==> config.mk <==
export PLATFORM = sky130hd
export DESIGN_NAME = conv_enc_ctrl_flat
export DESIGN_NICKNAME = d
export VERILOG_FILES = /design/src/rtl/conv_enc_ctrl_if.sv /design/src/rtl/conv_enc_ctrl.sv /design/src/flat_wrapper.sv
export SDC_FILE = /design/constraint.sdc
export NUM_CORES = 1
export LEC_CHECK = 0
export BUFFER_PORTS_ARGS = -buffer_cell sky130_fd_sc_hd__buf_2
export CORE_MARGIN = 2
export CORE_UTILIZATION = 45
export CTS_CLUSTER_SIZE = 40
export DETAILED_ROUTE_END_ITERATION = 16
export GPL_ROUTABILITY_DRIVEN = 0
export GPL_TIMING_DRIVEN = 1
export PLACE_DENSITY = 0.72
export SLEW_MARGIN = 0
export SYNTH_ARGS = -nofsm -noshare
export SYNTH_HDL_FRONTEND = slang
export SYNTH_SLANG_ARGS = --single-unit
==> constraint.sdc <==
create_clock -name clk -period 3.2 [get_ports clk]
set_clock_uncertainty 0.2 [all_clocks]
set_input_delay 0.48 -clock clk [delete_from_list [all_inputs] [get_ports clk]]
set_output_delay 0.48 -clock clk [all_outputs]
set_load 0.02 [all_outputs]
==> src/rtl/conv_enc_ctrl_if.sv <==
// conv_enc_ctrl_if: command, bit-stream and encoder-control signals of conv_enc_ctrl.
// master = top-level controller / bit source side, slave = conv_enc_ctrl.
interface conv_enc_ctrl_if;
    localparam int unsigned STATE_W = 8;
    localparam int unsigned PAIR_W  = 2;
    localparam int unsigned FLEN_W  = 16;

    logic                i_start;
    logic                i_mode_sel;
    logic [1:0]          i_constr_len;
    logic [FLEN_W-1:0]   i_frame_len;
    logic                i_bit_valid;
    logic                i_bit;

    logic                o_bit_ready;
    logic                o_en_ce;
    logic                o_mode_sel;
    logic                o_encoder_bit;
    logic [STATE_W-1:0]  o_state_idx;
    logic [PAIR_W-1:0]   o_pair_idx;
    logic                o_tail;
    logic                o_out_valid;
    logic                o_busy;
    logic                o_done;

    modport master (
        output i_start, i_mode_sel, i_constr_len, i_frame_len, i_bit_valid, i_bit,
        input  o_bit_ready, o_en_ce, o_mode_sel, o_encoder_bit, o_state_idx,
               o_pair_idx, o_tail, o_out_valid, o_busy, o_done
    );

    modport slave (
        input  i_start, i_mode_sel, i_constr_len, i_frame_len, i_bit_valid, i_bit,
        output o_bit_ready, o_en_ce, o_mode_sel, o_encoder_bit, o_state_idx,
               o_pair_idx, o_tail, o_out_valid, o_busy, o_done
    );
endinterface

==> src/rtl/conv_enc_ctrl.sv <==
// conv_enc_ctrl: sequences one encode frame or one radix-4 branch-table sweep for the encoder.
// Optional CONV_TAIL_FLUSH_EN: appends K-1 zero flush bits after each encode frame.
module conv_enc_ctrl (
    input  logic            clk,
    input  logic            rst,
    conv_enc_ctrl_if.slave  bus
);
    localparam int unsigned MAX_CONSTRAINT_LENGTH = 9;
    localparam int unsigned RADIX   = 4;
    localparam int unsigned STATE_W = MAX_CONSTRAINT_LENGTH - 1;
    localparam int unsigned PAIR_W  = $clog2(RADIX);
    localparam int unsigned FLEN_W  = 16;
    localparam int unsigned KM1_W   = 4;
    localparam logic        DECODE_MODE = 1'b1;

    typedef enum logic [2:0] {IDLE, ENC_DATA, ENC_TAIL, SWEEP, DONE} state_e;

    state_e              state_q, state_d;
    logic                mode_sel_q, mode_sel_d;
    logic [KM1_W-1:0]    km1_q, km1_d;
    logic [FLEN_W-1:0]   frame_len_q, frame_len_d;
    logic [FLEN_W-1:0]   bit_cnt_q, bit_cnt_d;
    logic                bit_ready_q, bit_ready_d;
    logic                en_ce_q, en_ce_d;
    logic                encoder_bit_q, encoder_bit_d;
    logic [STATE_W-1:0]  state_idx_q, state_idx_d;
    logic [PAIR_W-1:0]   pair_idx_q, pair_idx_d;
    logic                tail_q, tail_d;
    logic                out_valid_q, out_valid_d;
    logic                busy_q, busy_d;
    logic                done_q, done_d;
    logic [STATE_W-1:0]  state_last_c;
    logic                xfer_c;
`ifdef CONV_TAIL_FLUSH_EN
    logic [KM1_W-1:0]    tail_cnt_q, tail_cnt_d;
`endif

    // Highest trellis state for the latched K: 2^(K-1)-1
    assign state_last_c = STATE_W'(((STATE_W+1)'(1) << km1_q) - (STATE_W+1)'(1));
    assign xfer_c       = bit_ready_q & bus.i_bit_valid;

    always_comb begin
        state_d       = state_q;
        mode_sel_d    = mode_sel_q;
        km1_d         = km1_q;
        frame_len_d   = frame_len_q;
        bit_cnt_d     = bit_cnt_q;
        state_idx_d   = state_idx_q;
        pair_idx_d    = pair_idx_q;
        bit_ready_d   = 1'b0;
        en_ce_d       = 1'b0;
        encoder_bit_d = 1'b0;
        tail_d        = 1'b0;
        done_d        = 1'b0;
        out_valid_d   = en_ce_q;
`ifdef CONV_TAIL_FLUSH_EN
        tail_cnt_d    = tail_cnt_q;
`endif
        case (state_q)
            IDLE: begin
                if (bus.i_start) begin
                    mode_sel_d  = bus.i_mode_sel;
                    km1_d       = KM1_W'({bus.i_constr_len, 1'b0}) + KM1_W'(2);
                    frame_len_d = bus.i_frame_len;
                    bit_cnt_d   = '0;
                    state_idx_d = '0;
                    pair_idx_d  = '0;
`ifdef CONV_TAIL_FLUSH_EN
                    tail_cnt_d  = '0;
`endif
                    if (bus.i_mode_sel == DECODE_MODE) begin
                        // First sweep combination is driven straight out of the accept edge
                        state_d = SWEEP;
                        en_ce_d = 1'b1;
                    end else if (bus.i_frame_len == '0) begin
`ifdef CONV_TAIL_FLUSH_EN
                        state_d = ENC_TAIL;
`else
                        state_d = DONE;
`endif
                    end else begin
                        state_d     = ENC_DATA;
                        bit_ready_d = 1'b1;
                    end
                end
            end
            ENC_DATA: begin
                bit_ready_d = 1'b1;
                if (xfer_c) begin
                    en_ce_d       = 1'b1;
                    encoder_bit_d = bus.i_bit;
                    bit_cnt_d     = bit_cnt_q + FLEN_W'(1);
                    if (bit_cnt_d == frame_len_q) begin
                        bit_ready_d = 1'b0;
`ifdef CONV_TAIL_FLUSH_EN
                        state_d     = ENC_TAIL;
`else
                        state_d     = DONE;
`endif
                    end
                end
            end
`ifdef CONV_TAIL_FLUSH_EN
            ENC_TAIL: begin
                en_ce_d    = 1'b1;
                tail_d     = 1'b1;
                tail_cnt_d = tail_cnt_q + KM1_W'(1);
                if (tail_cnt_q == km1_q - KM1_W'(1)) begin
                    state_d = DONE;
                end
            end
`endif
            SWEEP: begin
                if (state_idx_q == state_last_c && pair_idx_q == PAIR_W'(RADIX - 1)) begin
                    state_d = DONE;
                end else begin
                    en_ce_d    = 1'b1;
                    pair_idx_d = pair_idx_q + PAIR_W'(1);
                    if (pair_idx_q == PAIR_W'(RADIX - 1)) begin
                        state_idx_d = state_idx_q + STATE_W'(1);
                    end
                end
            end
            DONE: begin
                // Hold off the pulse until the last encoder cycle has produced its output
                if (done_q) begin
                    state_d = IDLE;
                end else if (!en_ce_q) begin
                    done_d = 1'b1;
                end
            end
            default: state_d = IDLE;
        endcase
        busy_d = (state_d != IDLE);
    end

    always_ff @(posedge clk or negedge rst) begin
        if (!rst) begin
            state_q       <= IDLE;
            mode_sel_q    <= 1'b0;
            km1_q         <= '0;
            frame_len_q   <= '0;
            bit_cnt_q     <= '0;
            bit_ready_q   <= 1'b0;
            en_ce_q       <= 1'b0;
            encoder_bit_q <= 1'b0;
            state_idx_q   <= '0;
            pair_idx_q    <= '0;
            tail_q        <= 1'b0;
            out_valid_q   <= 1'b0;
            busy_q        <= 1'b0;
            done_q        <= 1'b0;
`ifdef CONV_TAIL_FLUSH_EN
            tail_cnt_q    <= '0;
`endif
        end else begin
            state_q       <= state_d;
            mode_sel_q    <= mode_sel_d;
            km1_q         <= km1_d;
            frame_len_q   <= frame_len_d;
            bit_cnt_q     <= bit_cnt_d;
            bit_ready_q   <= bit_ready_d;
            en_ce_q       <= en_ce_d;
            encoder_bit_q <= encoder_bit_d;
            state_idx_q   <= state_idx_d;
            pair_idx_q    <= pair_idx_d;
            tail_q        <= tail_d;
            out_valid_q   <= out_valid_d;
            busy_q        <= busy_d;
            done_q        <= done_d;
`ifdef CONV_TAIL_FLUSH_EN
            tail_cnt_q    <= tail_cnt_d;
`endif
        end
    end

    assign bus.o_bit_ready   = bit_ready_q;
    assign bus.o_en_ce       = en_ce_q;
    assign bus.o_mode_sel    = mode_sel_q;
    assign bus.o_encoder_bit = encoder_bit_q;
    assign bus.o_state_idx   = state_idx_q;
    assign bus.o_pair_idx    = pair_idx_q;
    assign bus.o_tail        = tail_q;
    assign bus.o_out_valid   = out_valid_q;
    assign bus.o_busy        = busy_q;
    assign bus.o_done        = done_q;
endmodule
==> src/flat_wrapper.sv <==
// flat-port wrapper written by rule: the top's interface ports become plain ports
module conv_enc_ctrl_flat 
  (clk, rst, bus_i_start, bus_i_mode_sel, bus_i_constr_len, bus_i_frame_len, bus_i_bit_valid, bus_i_bit, bus_o_bit_ready, bus_o_en_ce, bus_o_mode_sel, bus_o_encoder_bit, bus_o_state_idx, bus_o_pair_idx, bus_o_tail, bus_o_out_valid, bus_o_busy, bus_o_done);
  conv_enc_ctrl_if bus_i ();
  input  logic clk;
  input  logic rst;
  input wire logic [$bits(bus_i.i_start)-1:0] bus_i_start;
  input wire logic [$bits(bus_i.i_mode_sel)-1:0] bus_i_mode_sel;
  input wire logic [$bits(bus_i.i_constr_len)-1:0] bus_i_constr_len;
  input wire logic [$bits(bus_i.i_frame_len)-1:0] bus_i_frame_len;
  input wire logic [$bits(bus_i.i_bit_valid)-1:0] bus_i_bit_valid;
  input wire logic [$bits(bus_i.i_bit)-1:0] bus_i_bit;
  output wire logic [$bits(bus_i.o_bit_ready)-1:0] bus_o_bit_ready;
  output wire logic [$bits(bus_i.o_en_ce)-1:0] bus_o_en_ce;
  output wire logic [$bits(bus_i.o_mode_sel)-1:0] bus_o_mode_sel;
  output wire logic [$bits(bus_i.o_encoder_bit)-1:0] bus_o_encoder_bit;
  output wire logic [$bits(bus_i.o_state_idx)-1:0] bus_o_state_idx;
  output wire logic [$bits(bus_i.o_pair_idx)-1:0] bus_o_pair_idx;
  output wire logic [$bits(bus_i.o_tail)-1:0] bus_o_tail;
  output wire logic [$bits(bus_i.o_out_valid)-1:0] bus_o_out_valid;
  output wire logic [$bits(bus_i.o_busy)-1:0] bus_o_busy;
  output wire logic [$bits(bus_i.o_done)-1:0] bus_o_done;
  assign bus_i.i_start = bus_i_start;
  assign bus_i.i_mode_sel = bus_i_mode_sel;
  assign bus_i.i_constr_len = bus_i_constr_len;
  assign bus_i.i_frame_len = bus_i_frame_len;
  assign bus_i.i_bit_valid = bus_i_bit_valid;
  assign bus_i.i_bit = bus_i_bit;
  assign bus_o_bit_ready = bus_i.o_bit_ready;
  assign bus_o_en_ce = bus_i.o_en_ce;
  assign bus_o_mode_sel = bus_i.o_mode_sel;
  assign bus_o_encoder_bit = bus_i.o_encoder_bit;
  assign bus_o_state_idx = bus_i.o_state_idx;
  assign bus_o_pair_idx = bus_i.o_pair_idx;
  assign bus_o_tail = bus_i.o_tail;
  assign bus_o_out_valid = bus_i.o_out_valid;
  assign bus_o_busy = bus_i.o_busy;
  assign bus_o_done = bus_i.o_done;
  conv_enc_ctrl u_core (.clk(clk), .rst(rst), .bus(bus_i));
endmodule
==> out/metrics.yaml <==
status: "finished, final reports clean"
drt_wl_total_um: 6871
antenna_left: 0
slew_viol_final: 0
hpwl_um: 5010
synth_area_mm2: 0.003161
cts.sinks: 55
cts_buffers: 5
crit_fanout: 6
hold_viol_final: 0
fmax_mhz: 327.2
post-route-util_pct: 52.74
antenna_found_initial: 0
track_usage_pct: 19.51
clkTransAtPathRegs_ns: 0.11
holdWs_ns: 0.07717
reg2reg_slack_ns: 0.14
fp-row-count: 30
vias: 2626
wl_per_cell_um: 13.91
cts-root-buf: "clkbuf_8"
initialDrtViolationCount: 186
tightest_slew_ns: 0.8752
drcViolationCount: 0
rsz0062_at_grt: "false"
synthCells: 358
use_met3_pct: 3.205
setup_viol: 0
worst_ep_required_time_ns: 3.21
htreeDepth: 2
grt_use_met2_pct: 30.44
ff2ff_path_depth: 10
dieArea_mm2: 0.007710
die-width_um: 87.81
synth.distinct_cells: 49
p_per_area_mw_per_mm2: 710.8
clkLatencyLatePin_ns: 0.32
critPathCaptureType: "register"
min_period_ns: 3.056
leakage_nw: 1.738
worstSetupPathType: "reg2reg"
total_power_mw: 2.547
fin_nets: 426
core-area_mm2: 0.006794
vdd_ir_drop_max_uv: 424.7
async_reset_ff_share_pct: 100.0
synth-seq-cells: 55
synth_flop_cell: "dfrtp_1"
die_y_um: 87.81
io_pins: 42
critPathArrivalTime_ns: 3.07
diodes: 0
initial_core_util_pct: 46.52
maxSlewHeadroom_pct: 41.49
setup_tns_ns: 0
io_buffers: 40
synth_edf_count: 0
hold_path.class: "in2async"
cap_violations: 0
n_fill_cell: 633
overflow: 0
busiest_layer: "met2"
grt_pass1_wl_um: 11900
tritoncts: "yes"
syn-num-nets: 387
synth_warnings: 0
gr-usage-met1_pct: 28.01
drt-pass1-iter-count: 4
worstSetupStartpointType: "register"
viasPerCell: 5.316
finalCritPeriodShare_pct: 95.50
grt_pass1_vias: 2487
synth.avg_cell_area_um2: 8.828
grt_max_degree: 56
seq_area_frac_synth_pct: 43.55
clockBufferDepth: 2
drive_gt1_share_pct: 16.58
area_growth_pct: 13.38
## flip-flops by register name, summed over array words and instances (netlist names)
signal,flops
u_core.bus.o_bit_ready,1
u_core.bus.o_done,1
u_core.bus.o_out_valid,1
u_core.km1_q,3
u_core.bus.o_en_ce,1
u_core.bus.o_encoder_bit,1
u_core.frame_len_q,16
u_core.bus.o_mode_sel,1
u_core.bus.o_busy,1
u_core.bit_cnt_q,16
u_core.bus.o_state_idx,8
u_core.bus.o_pair_idx,2
u_core.state_q,3
## worst max-delay path, cell delays in order, from the launching register on
cell and delay, ns:
dfrtp_1 0.44, or3_1 0.43, ha_1 0.28, or3b_1 0.37, a211o_1 0.30, a2111oi_4 0.35, buf_4 0.20, buf_4 0.12
nor3_1 0.05, xnor2_1 0.15, nor2_1 0.05
## cells in the final DEF, fill, tap and decap left out, types with 5 or more instances in the layout
| cell | count |
|---|---|
| o31ai_1 | 5 |
| nand4_1 | 8 |
| nand2_1 | 91 |
| clkbuf_8 | 6 |
| nor3_1 | 6 |
| xor2_1 | 9 |
| ha_1 | 5 |
| buf_2 | 40 |
| o21ai_0 | 25 |
| nand3_1 | 9 |
| nor4_1 | 9 |
| buf_4 | 8 |
| dfrtp_1 | 55 |
| and3_1 | 5 |
| nor2_1 | 32 |
| mux2i_1 | 7 |
| xnor2_1 | 20 |
## metal layers
metal	part of all wire, %	up-vias
li1	-	1303
met4	1.6	0
met1	48	1262
met3	4.3	9
met5	0	-
met2	46	52
## cell families after synthesis
family                     synth area share [%]
adders and majority gates                 1.979
xor gates and xnor gates                  9.462
and+or+nand+nor                           29.85
AOI/OAI and AO/OA                         10.14
DFF                                       43.55
other                                    0.1187
buffers and inverters                     2.692
muxes                                     2.217
## cell type report
type,instances,area [um^2],area share [%]
Inverter,4,15.01,0.4190
Multi-Input combinational cell,283,1713,47.80
Sequential cell,55,1376,38.41
Tap cell,96,120.1,3.352
Timing Repair Buffer,48,260.3,7.263
Clock inverter,2,16.27,0.4539
Clock buffer,6,82.58,2.304
## worst paths after layout
kind	start	endpoint
worst max-delay path	u_core.km1_q[3]	u_core.bus.o_state_idx[6]
worst min-delay path	rst	u_core.bus.o_state_idx[5]
worst max register to register	u_core.km1_q[3]	u_core.bus.o_state_idx[6]
worst min register to register	u_core.bus.o_en_ce	u_core.bus.o_out_valid
max in group asynchronous	rst	u_core.bit_cnt_q[3]
min in group clk	bus_i_constr_len[0]	u_core.km1_q[1]
## where the power goes
group	switching, mW	total (mW)	internal (mW)	leakage (nW)
Clock	0.241	0.419	0.177	0.0474
Combinational	0.618	1.05	0.433	0.971
Sequential	0.196	1.08	0.882	0.720
Total	1.05	2.55	1.49	1.74
## synth_stat cells, types with 3 or more instances
master | count | share of area [%]
xor2_1 | 9 | 2.5
nor4_1 | 9 | 1.8
and3_1 | 5 | 0.99
o21ai_0 | 25 | 4.0
clkbuf_1 | 9 | 1.1
nor3_1 | 6 | 0.95
or3_1 | 4 | 0.79
nor2b_1 | 4 | 0.79
dfrtp_1 | 55 | 44
nor2_1 | 32 | 3.8
nand2_1 | 91 | 11
xnor2_1 | 20 | 5.5
nand3b_1 | 3 | 0.71
nand3_1 | 9 | 1.4
mux2i_1 | 7 | 2.2
inv_1 | 4 | 0.47
o31ai_1 | 5 | 1.2
buf_2 | 5 | 0.79
nand4_1 | 8 | 1.6
and2_1 | 4 | 0.79
nand2b_1 | 4 | 0.79
ha_1 | 5 | 2.0
a21oi_1 | 4 | 0.63
## through the flow
stage / cell area, um^2 / setup WS, ns / instances
2_1_floorplan: 3161 / 0.3384 / 358
3_3_place_gp: 3457 / 0.1816 / 483
3_5_place_dp: 3457 / 0.1094 / 483
4_1_cts: 3556 / 0.08194 / 491
5_1_grt: 3583 / 0.04986 / 494
6_report: 3583 / 0.1439 / 494
## what timing repair did
item	in CTS	in global routing
hold buffers	0	0
setup buffers	0	3
endpoints found under the setup margin	0	4
resized for setup	0	1
Power figures use the tool's default switching activity.
